$ cat src/rtl/stall_ctrl.sv
// Pipeline stall/flush controller: merges load-use, multi-cycle MDU and MEM-wait
// requests into a prefix-shaped stall vector and sequences MDU completion and flushes.
module stall_ctrl #(
  parameter int unsigned CNT_W = 6
) (
  input  logic             clk,
  input  logic             rst,
  input  logic             ld_use_i,
  input  logic             mdu_start_i,
  input  logic [CNT_W-1:0] mdu_cycles_i,
  input  logic             mem_wait_i,
  input  logic             flush_i,
  output logic             stall_if,
  output logic             stall_id,
  output logic             stall_ex,
  output logic             stall_mem,
  output logic             flush_o,
  output logic             mdu_done_o,
  output logic             busy_o
);

  typedef enum logic {
    IDLE = 1'b0,
    BUSY = 1'b1
  } state_t;

  state_t           state;
  logic [CNT_W-1:0] cnt;
  logic             flush_pend;

  logic start_long;
  logic start_short;
  logic cnt_zero;
  logic mdu_stall;
  logic ld_stall;

  // Zero-latency request merge; a flush overrides the EX/ID requests but never MEM wait.
  always_comb begin
    flush_o     = (flush_i | flush_pend) & ~mem_wait_i;
    cnt_zero    = (cnt == '0);
    start_long  = (state == IDLE) & mdu_start_i & (mdu_cycles_i > CNT_W'(1)) & ~flush_o;
    start_short = (state == IDLE) & mdu_start_i & (mdu_cycles_i <= CNT_W'(1)) & ~flush_o;
    mdu_stall   = start_long | ((state == BUSY) & ~cnt_zero & ~flush_o);
    ld_stall    = ld_use_i & ~flush_o;
    mdu_done_o  = ~flush_o & ~mem_wait_i & (start_short | ((state == BUSY) & cnt_zero));
    stall_mem   = mem_wait_i;
    stall_ex    = mem_wait_i | mdu_stall;
    stall_id    = mem_wait_i | mdu_stall | ld_stall;
    stall_if    = mem_wait_i | mdu_stall | ld_stall;
    busy_o      = (state == BUSY);
  end

  // The start cycle counts as the first latency cycle, so BUSY is loaded with N-2.
  always_ff @(posedge clk or posedge rst) begin
    if (rst) begin
      state      <= IDLE;
      cnt        <= '0;
      flush_pend <= 1'b0;
    end else if (flush_o) begin
      state      <= IDLE;
      cnt        <= '0;
      flush_pend <= 1'b0;
    end else begin
      if (flush_i & mem_wait_i) begin
        flush_pend <= 1'b1;
      end
      case (state)
        IDLE: begin
          if (start_long) begin
            state <= BUSY;
            cnt   <= mdu_cycles_i - CNT_W'(2);
          end
        end
        BUSY: begin
          if (!cnt_zero) begin
            cnt <= cnt - CNT_W'(1);
          end else if (!mem_wait_i) begin
            state <= IDLE;
          end
        end
        default: state <= IDLE;
      endcase
    end
  end

endmodule

$ cat config.mk
export PLATFORM = sky130hd
export DESIGN_NAME = stall_ctrl
export DESIGN_NICKNAME = d
export VERILOG_FILES = /design/src/rtl/stall_ctrl.sv
export SDC_FILE = /design/constraint.sdc
export NUM_CORES = 1
export LEC_CHECK = 0
export CAP_MARGIN = 20
export CORE_MARGIN = 2
export CORE_UTILIZATION = 46
export DETAILED_ROUTE_END_ITERATION = 10
export GPL_TIMING_DRIVEN = 0
export PLACE_DENSITY = 0.77
export SETUP_SLACK_MARGIN = 0.5
export SYNTH_ARGS = -nofsm -noshare
export SYNTH_HDL_FRONTEND = slang
export SYNTH_SLANG_ARGS = --single-unit
$ cat constraint.sdc
create_clock -name clk -period 2.1 [get_ports clk]
set_input_delay 0.21 -clock clk [delete_from_list [all_inputs] [get_ports clk]]
set_output_delay 0.21 -clock clk [all_outputs]
set_load 0.01 [all_outputs]
==> impl_summary.log, run 1 <==
INFO  metric slew_viol_final = 0
INFO  metric cp_data_required_time = 1890 ps
INFO  metric timing.critical_path.slowest_stage_cell = sky130_fd_sc_hd__or3_4
INFO  metric tritoncts.num_buffers = 3
INFO  metric first_global_vias = between 600 and 700
INFO  metric finalNonFillerCells = 126
INFO  metric max-slew-margin-rel = between 60% and 70%
INFO  metric worst-path-max-fanout = 2
INFO  metric crit_family = simple AND/OR/NAND/NOR gates
INFO  metric die_x = approximately 42 um
INFO  metric yosys_most_used_dff = sky130_fd_sc_hd__dfrtp_1
INFO  metric static_leakage_power = between 0.4 and 0.5 nW
INFO  metric seq_area_frac_synth = slightly below 30%
INFO  metric firstDrtPassIters = 4
INFO  metric critical_path_end_type = output port
INFO  metric skew = 1.89 ps
INFO  metric clk_path_buf_depth = 2
INFO  metric total_routing_usage_gr = a little over a fifth
INFO  metric ys_warn_count = 0
INFO  metric asyncSetResetFlopFracSynth = 100%
INFO  metric post_synth.cell_area_avg = about 8.6 um2
INFO  metric synth_area_leader_cell = sky130_fd_sc_hd__dfrtp_1
INFO  metric worst_setup_hold_path_clk_slew = approximately 50 ps
INFO  metric timing.final.crit_period = 1980 ps
INFO  metric clock.fmax = between 0.5 and 0.6 GHz
INFO  metric worst_ep_arrival_time = approximately 1800 ps
INFO  metric setup_repair_after_global_routing_missed_its_margin = yes
INFO  metric chipHeight = ~42 um
INFO  metric final-hold-violation-count = 0
INFO  metric yosys-top-cells-area = sky130_fd_sc_hd__dfrtp_1, sky130_fd_sc_hd__ha_1, sky130_fd_sc_hd__inv_1
INFO  metric hp-class = primary input to async pin
INFO  metric wirelength = ~1800 um
INFO  metric drt-vias-per-instance = around 5.7
INFO  metric synth_cell_type_count = 39
INFO  metric holdBufCountCts = 0
INFO  metric drt-wirelength-per-cell = about 14 um
INFO  metric run_status = finished clean
INFO  metric clock-sinks = 8
INFO  metric gp_congestion = 0.926
INFO  metric netlist_instances = 79
INFO  metric start_kind = flip-flop
INFO  metric place.detailed.hpwl = ~1200 um
INFO  metric post-synth-top-area-fraction = between 20% and 30%
INFO  metric setup_viol = 0
INFO  metric cp_slowest_stage_delay = 400 ps
INFO  metric layout.core_utilization = 75.9%
INFO  metric clock_network_latency_to_the_later_pin_of_the_worst_skew_pair = ~240 ps
INFO  metric worstMarginPinSlew = 531 ps
INFO  metric grt_use_met2 = 32.3%
INFO  metric core = between 1000 and 1500 um2
INFO  metric placedCellCount = 112
INFO  metric p_per_area = between 1000 and 1500 nW/um2
INFO  metric clk_root_buffer_cell = sky130_fd_sc_hd__clkbuf_4
INFO  metric timing.reg2reg.setup_slack = about 410 ps
INFO  metric portBuffers = 18
INFO  metric final_layout_size_suffix_gt1_share = 34.2%
INFO  metric cp_cell_sequence = or3_4, o21a_4, o31ai_2, nand2b_1, buf_4, buf_2
INFO  metric grt_first_pass_wirelength = approximately 3000 um
INFO  metric r2r-start = cnt[3]$_DFFE_PP0P_
INFO  metric synth-edff-count = 0
INFO  metric timing.reg2reg.worst_path_depth = 6
INFO  metric clock_tree.htree_level_count = 1
INFO  metric regToRegEndpoint = cnt[4]$_DFFE_PP0P_
INFO  metric first_iter_violations = 23
INFO  metric drc = 0
INFO  metric route.vias.total = between 700 and 800
INFO  metric criticalPathCategory = flip-flop to output port
INFO  metric filler_cell_count = approximately 110
INFO  metric netlist_area = between 600 and 700 um2
INFO  metric worst-path-stages = 6
INFO  metric grt_start_max_net_pins = 11
INFO  metric critPathBufInv = 2
INFO  metric area.sequential = about 200 um2
INFO  metric num_rows = 13
INFO  metric initial_core_util = 50.7%
INFO  metric area_of_the_multi_input_gates = around 500 um2
INFO  metric met3_track_demand_over_resource = approximately 3.9%
INFO  metric area_of_the_die = 1790 um2
INFO  metric global_route.peak_usage_layer = met2
INFO  metric fin_crit_sh = between 90% and 100%
INFO  metric areaGrowthSynthToFinish = 49.8%
INFO  metric grt_antenna_before_repair = 0
INFO  metric ioPinCount = 19
INFO  metric num-nets-final = 128
INFO  metric overflow = 0
INFO  metric insertedDiodeCount = 0
INFO  metric post_synthesis_sequential_element_count = 8
INFO  metric post_synth_most_frequent_cells = sky130_fd_sc_hd__dfrtp_1, sky130_fd_sc_hd__inv_1, sky130_fd_sc_hd__nand2_1, sky130_fd_sc_hd__a21oi_1, sky130_fd_sc_hd__nor2_1
INFO  metric cts_tree = yes
INFO  metric antenna_violating_nets_post_route = 0
INFO  metric max-vdd-ir-drop = between 0.0007 and 0.0008 V
INFO  metric crit_path_end = stall_if
INFO  metric post_synthesis_net_count = 94
INFO  metric cap_violations = 0
INFO  metric grt_util_met1 = between 30% and 40%
INFO  metric crit_path_start = cnt[3]$_DFFE_PP0P_
[layout by cell type (no fill, tap or decap), types with 2 or more instances in the layout]
cell                              count
sky130_fd_sc_hd__buf_4               13
sky130_fd_sc_hd__dfrtp_1              8
sky130_fd_sc_hd__clkdlybuf4s50_1      8
sky130_fd_sc_hd__inv_1                7
sky130_fd_sc_hd__nand2_1              6
sky130_fd_sc_hd__dlygate4sd2_1        5
sky130_fd_sc_hd__a21oi_1              4
sky130_fd_sc_hd__buf_2                4
sky130_fd_sc_hd__o22ai_1              3
sky130_fd_sc_hd__nor3_1               3
sky130_fd_sc_hd__ha_1                 3
sky130_fd_sc_hd__clkbuf_4             3
sky130_fd_sc_hd__o21ai_4              2
sky130_fd_sc_hd__nand2b_1             2
sky130_fd_sc_hd__nor2_1               2
sky130_fd_sc_hd__or3_1                2
sky130_fd_sc_hd__o21ai_0              2
sky130_fd_sc_hd__a211oi_2             2
sky130_fd_sc_hd__xnor2_1              2
[through the flow]
| step | area (um2) | power, mW | TNS [ps] | hold slack [ps] | worst slack [ps] |
|---|---|---|---|---|---|
| after floorplan | 683 | 0.601 | 0 | 25.7 | 414 |
| after global placement | 882 | 0.720 | -1290 | 454 | -459 |
| after detailed placement | 882 | 0.729 | -1460 | 458 | -519 |
| after CTS | 986 | 0.954 | 0 | 201 | 115 |
| after global routing | 1010 | 1.10 | 0 | 237 | 20.2 |
| final | 1010 | 1.02 | 0 | 203 | 122 |
[metal layers]
layer | up-vias | wire, um
met2 | 26 | 886
li1 | 354 | -
met1 | 338 | 833
met5 | - | 0
met3 | 0 | 78
met4 | 0 | 0
[what timing repair did]
action / in CTS / in global routing
pin swaps: 6 / 1
gates resized for setup: 34 / 4
setup endpoints to repair: 11 / 11
gates cloned: 0 / 0
setup buffers: 8 / 3
[worst register-to-register path, cell delays in order, from the launching register on]
cell	delay, ps
sky130_fd_sc_hd__dfrtp_1	390
sky130_fd_sc_hd__or3_4	400
sky130_fd_sc_hd__o21a_4	230
sky130_fd_sc_hd__buf_4	130
sky130_fd_sc_hd__buf_4	150
sky130_fd_sc_hd__o22ai_1	170
sky130_fd_sc_hd__a21oi_1	100
[where the power goes]
part | switching [mW] | leakage [nW] | total (mW) | internal, mW
clock | 0.0401 | 0.0138 | 0.105 | 0.0645
sequential | 0.0499 | 0.101 | 0.259 | 0.209
combinational | 0.322 | 0.337 | 0.659 | 0.337
[sequential cells by signal (all words and copies together), names as in the netlist]
| register | cells |
|---|---|
| flush_pend | 1 |
| cnt | 6 |
| busy_o | 1 |
[worst min-delay path by stage]
stage / startpoint / slack [ps] / end / cells after the start
global placement: rst / 450 / flush_pend$_DFFE_PP0P_ / 2
CTS: rst / 200 / cnt[4]$_DFFE_PP0P_ / 2
detailed placement: rst / 460 / flush_pend$_DFFE_PP0P_ / 2
finish: rst / 200 / cnt[4]$_DFFE_PP0P_ / 2
floorplan: rst / 30 / busy_o$_DFF_PP0_ / 1
global route: rst / 240 / cnt[4]$_DFFE_PP0P_ / 2
[final cells by class]
type	count	area share [%]
Inverter	8	2.97
Buffer	3	1.85
Timing Repair Buffer	29	22.9
Clock buffer	3	2.22
Multi-Input combinational cell	60	48.5
Tap cell	15	1.85
Sequential cell	8	19.8
[cell families (layout without fill, tap and decap cells)]
| family | count (synthesis) | in the layout | share of synthesized area, % |
|---|---|---|---|
| and+or+nand+nor | 27 | 27 | 22.6 |
| adders and majority gates | 3 | 3 | 5.56 |
| muxes | 1 | 1 | 1.48 |
| DFF | 8 | 8 | 29.6 |
| xor gates and xnor gates | 3 | 3 | 3.89 |
| AOI/OAI and AO/OA | 26 | 26 | 29.6 |
| buffers and inverters | 11 | 43 | 7.22 |
Power figures use the tool's default switching activity.
==> run 2, diff against run 1 <==
Settings changed: CORE_UTILIZATION 46 to 45, PLACE_DENSITY 0.77 to 0.76.
==> run 2 against run 1 <==
Against the previous run: fmax decreased by 0.94%; clock power is essentially flat; hold slack got worse by 7.7 ps; clock-buffer cell count stayed put; total power increased by 7.0%; register-to-register slack improved by 20 ps; non-clock buffer count is the same; first-iteration DRC count decreased by 4.3%; largest cell class unchanged.
==> impl_summary.log, run 2 (synthesis gave the netlist of run 1 again) <==
INFO  metric clock_tree.htree_level_count = 1 (unchanged)
INFO  metric timing.reg2reg.worst_path_depth = 5 (-1)
INFO  metric filler_cell_count = 97 (-10%)
INFO  metric drc = 0 (unchanged)
INFO  metric setup_repair_after_global_routing_missed_its_margin = yes
INFO  metric slew_viol_final = 0 (unchanged)
INFO  metric clock-sinks = 8 (unchanged)
INFO  metric area.sequential = 200 um2 (unchanged)
INFO  metric start_kind = flip-flop
INFO  metric skew = 0.743 ps (-1.15 ps)
INFO  metric clock_network_latency_to_the_later_pin_of_the_worst_skew_pair = 240 ps (about the same)
INFO  metric run_status = finished clean
INFO  metric overflow = 0 (unchanged)
INFO  metric first_iter_violations = 22 (-4.3%)
INFO  metric areaGrowthSynthToFinish = 55.6%
INFO  metric first_global_vias = 741 (+13%)
INFO  metric num_rows = 13 (unchanged)
INFO  metric num-nets-final = 128 (unchanged)
INFO  metric grt_antenna_before_repair = 0 (unchanged)
INFO  metric drt-wirelength-per-cell = 15.9 um (+12%)
INFO  metric drt-vias-per-instance = 5.90 (+3.6%)
INFO  metric portBuffers = 18 (unchanged)
INFO  metric initial_core_util = 50.0% (-0.61 points)
INFO  metric stdcell_area = 1050 um2 (+3.8%)
INFO  metric insertedDiodeCount = 0 (unchanged)
INFO  metric placed_cell_area = 882 um2 (unchanged)
INFO  metric r2r-start = cnt[3]$_DFFE_PP0P_
INFO  metric clock.fmax = 0.501 GHz (-0.94%)
INFO  metric regToRegEndpoint = cnt[1]$_DFFE_PP0P_
INFO  metric cap_violations = 0 (unchanged)
INFO  metric grt_first_pass_wirelength = 3340 um (+12%)
INFO  metric final-hold-violation-count = 0 (unchanged)
INFO  metric hp-class = primary input to async pin
INFO  metric total_routing_usage_gr = 25.1% (+3.3 points)
INFO  metric fin_crit_sh = 95.1% (+0.89 points)
INFO  metric layout_commonest_cell = sky130_fd_sc_hd__buf_4
INFO  metric ioPinCount = 19 (unchanged)
INFO  metric static_leakage_power = 0.464 nW (+2.7%)
INFO  metric holdBufCountCts = 0 (unchanged)
INFO  metric final_layout_size_suffix_gt1_share = 37.8% (+3.6 points)
INFO  metric setup_viol = 0 (unchanged)
INFO  metric worst-path-max-fanout = 2 (unchanged)
INFO  metric core = 1350 um2 (+1.2%)
INFO  metric max-slew-margin-rel = 78.7% (+14 points)
INFO  metric tritoncts.num_buffers = 3 (unchanged)
INFO  metric area_of_the_multi_input_gates = 508 um2 (+3.6%)
INFO  metric timing.critical_path.slowest_stage_cell = sky130_fd_sc_hd__or3_4
INFO  metric wirelength = 2010 um (+12%)
INFO  metric clk_root_buffer_cell = sky130_fd_sc_hd__clkbuf_4
INFO  metric max_flop_register = cnt
INFO  metric p_per_area = 1040 nW/um2 (+3.1%)
INFO  metric firstDrtPassIters = 4 (unchanged)
INFO  metric clk_path_buf_depth = 2 (unchanged)
INFO  metric max-vdd-ir-drop = 0.000698 V (-5.7%)
INFO  metric grt_start_max_net_pins = 11 (unchanged)
INFO  metric cp_data_required_time = 1890 ps (about the same)
INFO  metric antenna_violating_nets_post_route = 0 (unchanged)
INFO  metric report.power.total = 1.09 mW (+7.0%)
INFO  metric number_of_flip_flops_under_the_largest_register_name = 6 (unchanged)
INFO  metric cp_slowest_stage_delay = 410 ps (about the same)
INFO  metric gp_congestion = 0.949 (+2.5%)
INFO  metric critical_path_end_type = output port
INFO  metric crit_path_start = cnt[3]$_DFFE_PP0P_
INFO  metric crit_path_end = stall_if
INFO  metric chipHeight = 42.8 um (+1.0%)
INFO  metric cp_cell_sequence = or3_4, o21a_4, o31ai_2, nand2b_1, buf_4, buf_6
INFO  metric cts_tree = yes
INFO  metric criticalPathCategory = flip-flop to output port
INFO  metric worst_ep_arrival_time = 1790 ps (+20 ps)
INFO  metric place.detailed.hpwl = 1290 um (+4.7%)
INFO  metric worstMarginPinSlew = 317 ps (-213 ps)
INFO  metric timing.final.crit_period = 2000 ps (+18.8 ps)
INFO  metric layout_common_cells = sky130_fd_sc_hd__buf_4, sky130_fd_sc_hd__dfrtp_1, sky130_fd_sc_hd__clkdlybuf4s50_1
INFO  metric worst_setup_hold_path_clk_slew = 50 ps (about the same)
INFO  metric die_x = 42.8 um (+1.0%)
INFO  metric route.vias.total = 744 (+3.6%)
INFO  metric area_of_the_die = 1830 um2 (+2.0%)
INFO  metric timing.reg2reg.setup_slack = 430 ps (+20 ps)
==> run 2: area by class of cell <==
type,count,area share [%]
Clock buffer,3,2.14
Buffer,3,1.90
Tap cell,15,1.79
Multi-Input combinational cell,60,48.3
Sequential cell,8,19.0
Timing Repair Buffer,29,23.9
Inverter,8,2.86
==> run 2: per-layer routing <==
layer / GRT usage [%] / up-vias / wire (um)
li1: - / 357 / -
met1: 31.9 / 354 / 869
met2: 39.7 / 29 / 1010
met3: 2.98 / 4 / 92
met4: 16.3 / 0 / 29
met5: 0 / - / 0
==> run 2: critical path, delay by kind of cell (launching register included) <==
family | cells | cell delay [ps]
simple gates | 2 | 500
buf+inv | 2 | 250
compound gates | 2 | 400
flops | 1 | 390
==> run 2: how the worst min path moves through the flow <==
stage / start / to / slack, ps / depth (start not counted)
2_1_floorplan: rst / busy_o$_DFF_PP0_ / 30 / 1
3_3_place_gp: rst / flush_pend$_DFFE_PP0P_ / 450 / 2
3_5_place_dp: rst / flush_pend$_DFFE_PP0P_ / 460 / 2
4_1_cts: rst / flush_pend$_DFFE_PP0P_ / 190 / 2
5_1_grt: rst / cnt[2]$_DFFE_PP0P_ / 230 / 2
6_report: rst / busy_o$_DFF_PP0_ / 200 / 2
==> run 2: what timing repair did <==
| action | in CTS | in global routing |
|---|---|---|
| gates resized for setup | 39 | 7 |
| setup buffers | 7 | 4 |
| setup endpoints to repair | 12 | 12 |
| cloned | 0 | 0 |
| pin swaps | 11 | 1 |
==> run 2: report_power, final <==
group	internal [mW]	switching, mW
Combinational	0.374	0.355
Sequential	0.209	0.0486
Clock	0.0647	0.0427
Total	0.648	0.446
==> run 2: per-stage QoR <==
step / TNS, ps / instances / setup slack, ps / hold WS [ps] / utilization (%)
5_1_grt: 0 / 126 / 38.1 / 232 / 77.8
4_1_cts: 0 / 122 / 117 / 190 / 73.6
3_3_place_gp: -1280 / 112 / -456 / 455 / 65.3
2_1_floorplan: 0 / 79 / 414 / 25.7 / -
3_5_place_dp: -1320 / 112 / -469 / 458 / 65.3
6_report: 0 / 126 / 103 / 195 / 77.8
